===== config.mk =====
export PLATFORM = sky130hd
export DESIGN_NAME = etx_byte_serializer
export DESIGN_NICKNAME = d
export VERILOG_FILES = /design/src/rtl/etx_pkg.sv /design/src/rtl/etx_byte_serializer.sv
export SDC_FILE = /design/constraint.sdc
export NUM_CORES = 1
export LEC_CHECK = 0
export ABC_AREA = 1
export CORE_MARGIN = 2
export CORE_UTILIZATION = 55
export DETAILED_ROUTE_END_ITERATION = 10
export PLACE_DENSITY = 0.81
export SETUP_SLACK_MARGIN = 0.1
export SLEW_MARGIN = 15
export SYNTH_ARGS = -nofsm -noshare
export SYNTH_HDL_FRONTEND = slang
export SYNTH_SLANG_ARGS = --single-unit

===== constraint.sdc =====
create_clock -name clk -period 11.91 [get_ports clk]
set_input_delay 2.382 -clock clk [delete_from_list [all_inputs] [get_ports clk]]
set_output_delay 2.382 -clock clk [all_outputs]
set_load 0.01 [all_outputs]

===== src/rtl/etx_pkg.sv =====
// Shared definitions for the eLink transmit byte serializer.
package etx_pkg;

  // Default emesh packet width in bits.
  localparam int PW_DEFAULT = 104;

  // Bit of the packet that flags a write (1) versus a read request (0).
  localparam int WRITE_BIT = 0;

  // Serializer states: idle between packets, or streaming bytes.
  typedef enum logic {
    IDLE = 1'b0,
    SEND = 1'b1
  } etx_state_t;

endpackage


===== src/rtl/etx_byte_serializer.sv =====
// Transmit-side eLink byte serializer: buffers one emesh packet and streams it
// MSB-first onto the TX byte lane, honouring remote wr/rd wait at packet starts.
module etx_byte_serializer
  import etx_pkg::*;
#(
  parameter int PW = PW_DEFAULT,
  parameter int CW = 16
) (
  input  logic          clk,
  input  logic          resetb,
  input  logic          in_access,
  input  logic [PW-1:0] in_packet,
  output logic          in_wait,
  input  logic          txi_wr_wait,
  input  logic          txi_rd_wait,
  output logic          txo_frame,
  output logic [7:0]    txo_data,
  output logic [CW-1:0] tx_count
);

  localparam int NB = PW / 8;
  localparam int IW = (NB > 1) ? $clog2(NB) : 1;
  localparam logic [IW-1:0] LAST_IDX   = IW'(NB - 1);
  localparam logic [IW-1:0] PENULT_IDX = IW'(NB - 2);

  etx_state_t    state, state_nx;
  logic [PW-1:0] hold;
  logic          hold_valid;
  logic [PW-1:0] shift;
  logic [IW-1:0] idx;

  logic accept;
  logic blocked;
  logic go;
  logic start;
  logic advance;

  // A packet is only taken while the holding register is empty.
  assign accept  = in_access && !hold_valid;
  assign in_wait = hold_valid;

  // The pending packet's own type decides which remote wait applies.
  assign blocked = hold[WRITE_BIT] ? txi_wr_wait : txi_rd_wait;
  assign go      = hold_valid && !blocked;

  // State register.
  always_ff @(posedge clk or negedge resetb) begin
    if (!resetb) state <= IDLE;
    else         state <= state_nx;
  end

  // Next state: start points are IDLE and the last byte of a packet; waits are
  // only consulted there so a packet in flight is never cut short.
  always_comb begin
    state_nx = state;
    start    = 1'b0;
    advance  = 1'b0;
    case (state)
      IDLE: begin
        if (go) begin
          start    = 1'b1;
          state_nx = SEND;
        end
      end
      SEND: begin
        if (idx == LAST_IDX) begin
          if (go) start    = 1'b1;
          else    state_nx = IDLE;
        end else begin
          advance = 1'b1;
        end
      end
      default: state_nx = IDLE;
    endcase
  end

  // Control and registered outputs: hold occupancy, byte index, frame, data lane
  // and the sent-packet counter (bumped on the edge that presents the last byte).
  always_ff @(posedge clk or negedge resetb) begin
    if (!resetb) begin
      hold_valid <= 1'b0;
      idx        <= '0;
      txo_frame  <= 1'b0;
      txo_data   <= '0;
      tx_count   <= '0;
    end else begin
      if (accept)     hold_valid <= 1'b1;
      else if (start) hold_valid <= 1'b0;

      if (start) begin
        idx       <= '0;
        txo_frame <= 1'b1;
        txo_data  <= hold[PW-1 -: 8];
      end else if (advance) begin
        idx       <= idx + IW'(1);
        txo_frame <= 1'b1;
        txo_data  <= shift[PW-1 -: 8];
        if (idx == PENULT_IDX) tx_count <= tx_count + CW'(1);
      end else begin
        txo_frame <= 1'b0;
        txo_data  <= '0;
      end
    end
  end

  // Packet data: hold captures on accept; shift keeps the not-yet-sent bytes
  // left-aligned so the next byte is always the top byte.
  always_ff @(posedge clk) begin
    if (accept) hold <= in_packet;
    if (start)        shift <= hold << 8;
    else if (advance) shift <= shift << 8;
  end

endmodule


After elaboration in Yosys (flattened, before gate mapping)
Cells that the tools add are included.
Word-level totals
  bits of input ports: 109
  bits in registers: 231
Operators by class
  $add $sub $neg: 2
  eq/ne operators: 2
  bitwise logic cells: 2
  reduce and logical (&&, ||, !) cells: 7
  muxes and demuxes: 18
Operators with widths (count)
  $mux W104: 2
  $add A16 B1 Y16 const B: 1
  $mux W8: 2
  $mux W1: 10
  $eq A4 B4 Y1 const B: 2
  $mux W4: 2
  $add A4 B1 Y4 const B: 1
  $pmux W1 S2: 2
  $reduce_bool A2 Y1: 2
  $reduce_and A3 Y1: 1
  $logic_and A1 B1 Y1: 2
  $logic_not A1 Y1: 2
  $not A1 Y1: 2

Longest topological paths before layout
  depth after elaboration: 8
  gate-level depth with buffers: 11
  depth with buffers taken out: 9

Least setup slack after synthesis
No wires, ideal clock.
  path type: in2reg
  start point: input port in_access
  end point: register hold[0], enable pin
  slack: 4565 ps
  cell stages on the path: 2
  setup time: 571 ps
  arrival: 6775 ps
  path through: inv_1 > nor2_1
Between the ends
  cells in the longest elaborated chain, start to end: 1
RTL lines
  start, declared: line etx_byte_serializer.sv:11  | input logic in_access,
  $logic_and A1 B1 Y1: line etx_byte_serializer.sv:39  | assign accept = in_access && !hold_valid;
  net accept: line etx_byte_serializer.sv:32  | logic accept;
  end signal, assigned: line etx_byte_serializer.sv:109  | if (accept) hold <= in_packet;
  end, declared: line etx_byte_serializer.sv:27  | logic [PW-1:0] hold;
The timed path passes the listed nets, and every way through them passes these cells.
A chain may end at the register's enable or synchronous reset.

Worst setup path in the final report
  start point: input port txi_wr_wait
  end point: register shift[30], data pin
Between the ends
  cells in the longest elaborated chain, start to end: 7
RTL lines
  start, declared: line etx_byte_serializer.sv:14  | input logic txi_wr_wait,
  $mux W1 (*): line etx_byte_serializer.sv:43  | assign blocked = hold[WRITE_BIT] ? txi_wr_wait : txi_rd_wait;
  $logic_not A1 Y1 (*): line etx_byte_serializer.sv:44  | assign go = hold_valid && !blocked;
  $logic_and A1 B1 Y1 (*): line etx_byte_serializer.sv:44
  $mux W1 (*): line etx_byte_serializer.sv:60, etx_byte_serializer.sv:67
  $mux W1: line etx_byte_serializer.sv:66  | if (idx == LAST_IDX) begin
  $pmux W1 S2 (*): line etx_byte_serializer.sv:58  | case (state)
  $mux W104 (*): line etx_byte_serializer.sv:110  | if (start) shift <= hold << 8;
  end signal, assigned: line etx_byte_serializer.sv:110
  end signal, assigned: line etx_byte_serializer.sv:111  | else if (advance) shift <= shift << 8;
  end, declared: line etx_byte_serializer.sv:29  | logic [PW-1:0] shift;
Every way passes the cells marked *; elsewhere a longest branch is shown, timed or not.

==> out/metrics.cfg <==
[status]
run_status = complete, no violations

[critical_path]
crit_path_frequent_cell = nand2_1
worstSetupStartpoint = txi_wr_wait
r2r-end = shift[30]$_DFFE_PP_
critPathKind = primary input to register
cp.depth = 9
worstPathCellList = clkdlybuf4s50_1, nand2_1, nand3_1, nor2_4, buf_4, clkinv_2, buf_4, nand2_1, nand2_1
worstReg2RegStart = idx[0]$_DFFE_PN0P_
crit_family = buffers and inverters
cp-end-kind = register
cp-endpoint = shift[30]$_DFFE_PP_
crit_arrival_ns = 5.52
cp.required_ns = 12.16
worst-path-buf-inv = 4
r2r_slack_ns = 8.23
cp_max_fo = 98
max_stage_delay_ns = 0.72
cp_slowest_cell = buf_4
worst_setup_path_start_kind = primary input
rr_worst_depth = 11

[detailed_routing]
drt_wl_total_um = 15700
wl_per_cell_um = 15.0
drc = 0
drt_iter0_markers = 443
vias = 5184
dr.pass1.iters = 5
drtAntennaViolNets = 0
via_per_inst = 4.98

[placement]
gp_congestion = 0.798
place_ws_ns = 6.15
dpl.hpwl_um = 9810
place_inst = 1000
placed_area_mm2 = 0.0101
portBuffers = 134

[finish]
most-common-layout-cells = 332 x nand2_1, 200 x edfxtp_1, 134 x clkdlybuf4s50_1, 31 x dfrtp_1
nNetsFinal = 926
final_area_mm2 = 0.0108
drive_gt1_share_pct = 5.29
area_growth_pct = 26.0
nFillCells = 1015
antenna_cells = 0
multiInputGateArea_mm2 = 0.00162
regArea_mm2 = 0.00678
instances_no_fill = 1042
mostFrequentLayoutCell = nand2_1
final_util_pct = 71.0

[power]
power.internal_mw = 1.70
p_sw_share_pct = 26.6
switching_power_mw = 0.617
combinationalPowerShare_pct = 18.0
power_density_mw_per_mm2 = 214
p_leak_nw = 4.48
ir_drop_v = 0.000128
total_power_mw = 2.32
p_clk_share_pct = 28.6
pwr-share-seq_pct = 53.5

[sta]
tightest_slew_ns = 0.987
finalSetupTns_ns = 0
setup_slack_ns = 6.64
period_needed_ns = 5.27
fmax_mhz = 190
drv_slew = 0
layout_worst_path_cycle_share_pct = 44.3
hold_viol_final = 0
setup_viol = 0
max-slew-margin-rel_pct = 34.2
whs_ns = 0.442
rsz0062_at_grt = no
skew_ns = 0.00850

[grt]
grt_pass1_vias = 5074
track_usage_pct = 18.7
grt_max_degree = 99
antenna_found_initial = 0
grt_pass1_wl_um = 24400
grt-ovfl-total = 0

[clock_tree]
cts_tree = done
path_clk_slew_ns = 0.06
post_cts_buffers = 0
cts_root_buf = clkbuf_16
cts_buffer_depth = 3
cts_resized = 0
cts.htree.levels = 1
cts.sinks = 231
clock_latency_ns = 0.50
cts_buffers = 23
cts_hold_buf = 0

[synth]
synth_cell_types = 23
ys_warn_count = 0
syn_inst = 670
yosysTopAreaCell = edfxtp_1
ys_seq_area_share_pct = 78.9
ys_ff_latch = 231
synth_nets = 782
synth_area_leaders = edfxtp_1 70%, nand2_1 15%, dfrtp_1 9.0%
netlist.area_leader.share_pct = 69.8
syn_area_mm2 = 0.00860
avgSynthCellArea_um2 = 12.8

[floorplan]
ios = 135
num_rows = 45
die_h_um = 129
design.core.area_mm2 = 0.0153
die_x_um = 129
fp.dieArea_mm2 = 0.0166
initial_core_util_pct = 56.4

[hold_path]
hold_class = register to register

[run]
max-cap-violations = 0

## routing by layer
| layer | share of wire [%] | up-vias | GRT usage (%) |
|---|---|---|---|
| li1 | - | 2505 | - |
| met1 | 42 | 2455 | 25.2 |
| met2 | 48 | 193 | 31.2 |
| met3 | 7.1 | 31 | 3.80 |
| met4 | 2.4 | 0 | 6.07 |
| met5 | 0 | - | 0 |
## cell usage after synthesis
master    instances
edfxtp_1        200
nand2_1         333
nor2_4            1
clkbuf_1          8
nand4_1           1
dfrtp_1          31
nor2_2            1
xor2_1            6
a21oi_1           1
inv_2             2
o21ai_0           2
inv_1            23
nand3_1          12
buf_4             5
nor2_1           23
nand3b_1          3
buf_2             6
buf_6             2
nand2_2           1
nor3_1            2
ha_1              3
nand4_2           1
xnor2_1           3
## sequential cells by signal, indices dropped and copies added (netlist names)
name / count
txo_frame: 1
hold: 104
tx_count: 16
idx: 4
in_wait: 1
shift: 96
state: 1
txo_data: 8
## layout make-up
type | count | area share [%]
clock buffer | 28 | 5.49
clock inverter | 14 | 0.855
inverter | 25 | 0.878
multi-input combinational | 393 | 14.9
sequential | 231 | 62.6
tap | 211 | 2.44
timing repair buffer | 140 | 12.8
## how the worst min path moves through the flow
stage                         startpoint                     to  slack (ns)  cells after the start
floorplan             hold[96]$_DFFE_PP_  txo_data[0]$_DFF_PN0_        0.42                      2
global placement      hold[99]$_DFFE_PP_  txo_data[3]$_DFF_PN0_        0.43                      2
detailed placement   hold[100]$_DFFE_PP_  txo_data[4]$_DFF_PN0_        0.43                      2
CTS                  hold[100]$_DFFE_PP_  txo_data[4]$_DFF_PN0_        0.44                      2
global route        shift[102]$_DFFE_PP_  txo_data[6]$_DFF_PN0_        0.47                      2
finish               hold[100]$_DFFE_PP_  txo_data[4]$_DFF_PN0_        0.44                      2
## power by group through the flow
| stage | sequential (mW) | combinational (mW) | clock [mW] |
|---|---|---|---|
| 5_1_grt | 1.26 | 0.475 | 0.706 |
| 3_3_place_gp | 1.25 | 0.397 | 0 |
| 4_1_cts | 1.24 | 0.423 | 0.675 |
| 6_report | 1.24 | 0.416 | 0.662 |
| 2_1_floorplan | 1.26 | 0.261 | 0 |
| 3_5_place_dp | 1.25 | 0.420 | 0 |
## cells by family after synthesis
kind of cell | count (synthesis) | synth area share [%]
and+or+nand+nor | 378 | 17.1
DFF | 231 | 78.9
buffers and inverters | 46 | 2.49
xor gates and xnor gates | 9 | 0.917
AOI/OAI and AO/OA | 3 | 0.175
adders and majority gates | 3 | 0.437
## tightest hold or removal path: cells and delay by family, from the launching register on
family | cells | cell delay, ns
flops | 1 | 0.32
simple gates | 2 | 0.10
Note: power is estimated with default switching activity, not from simulation.
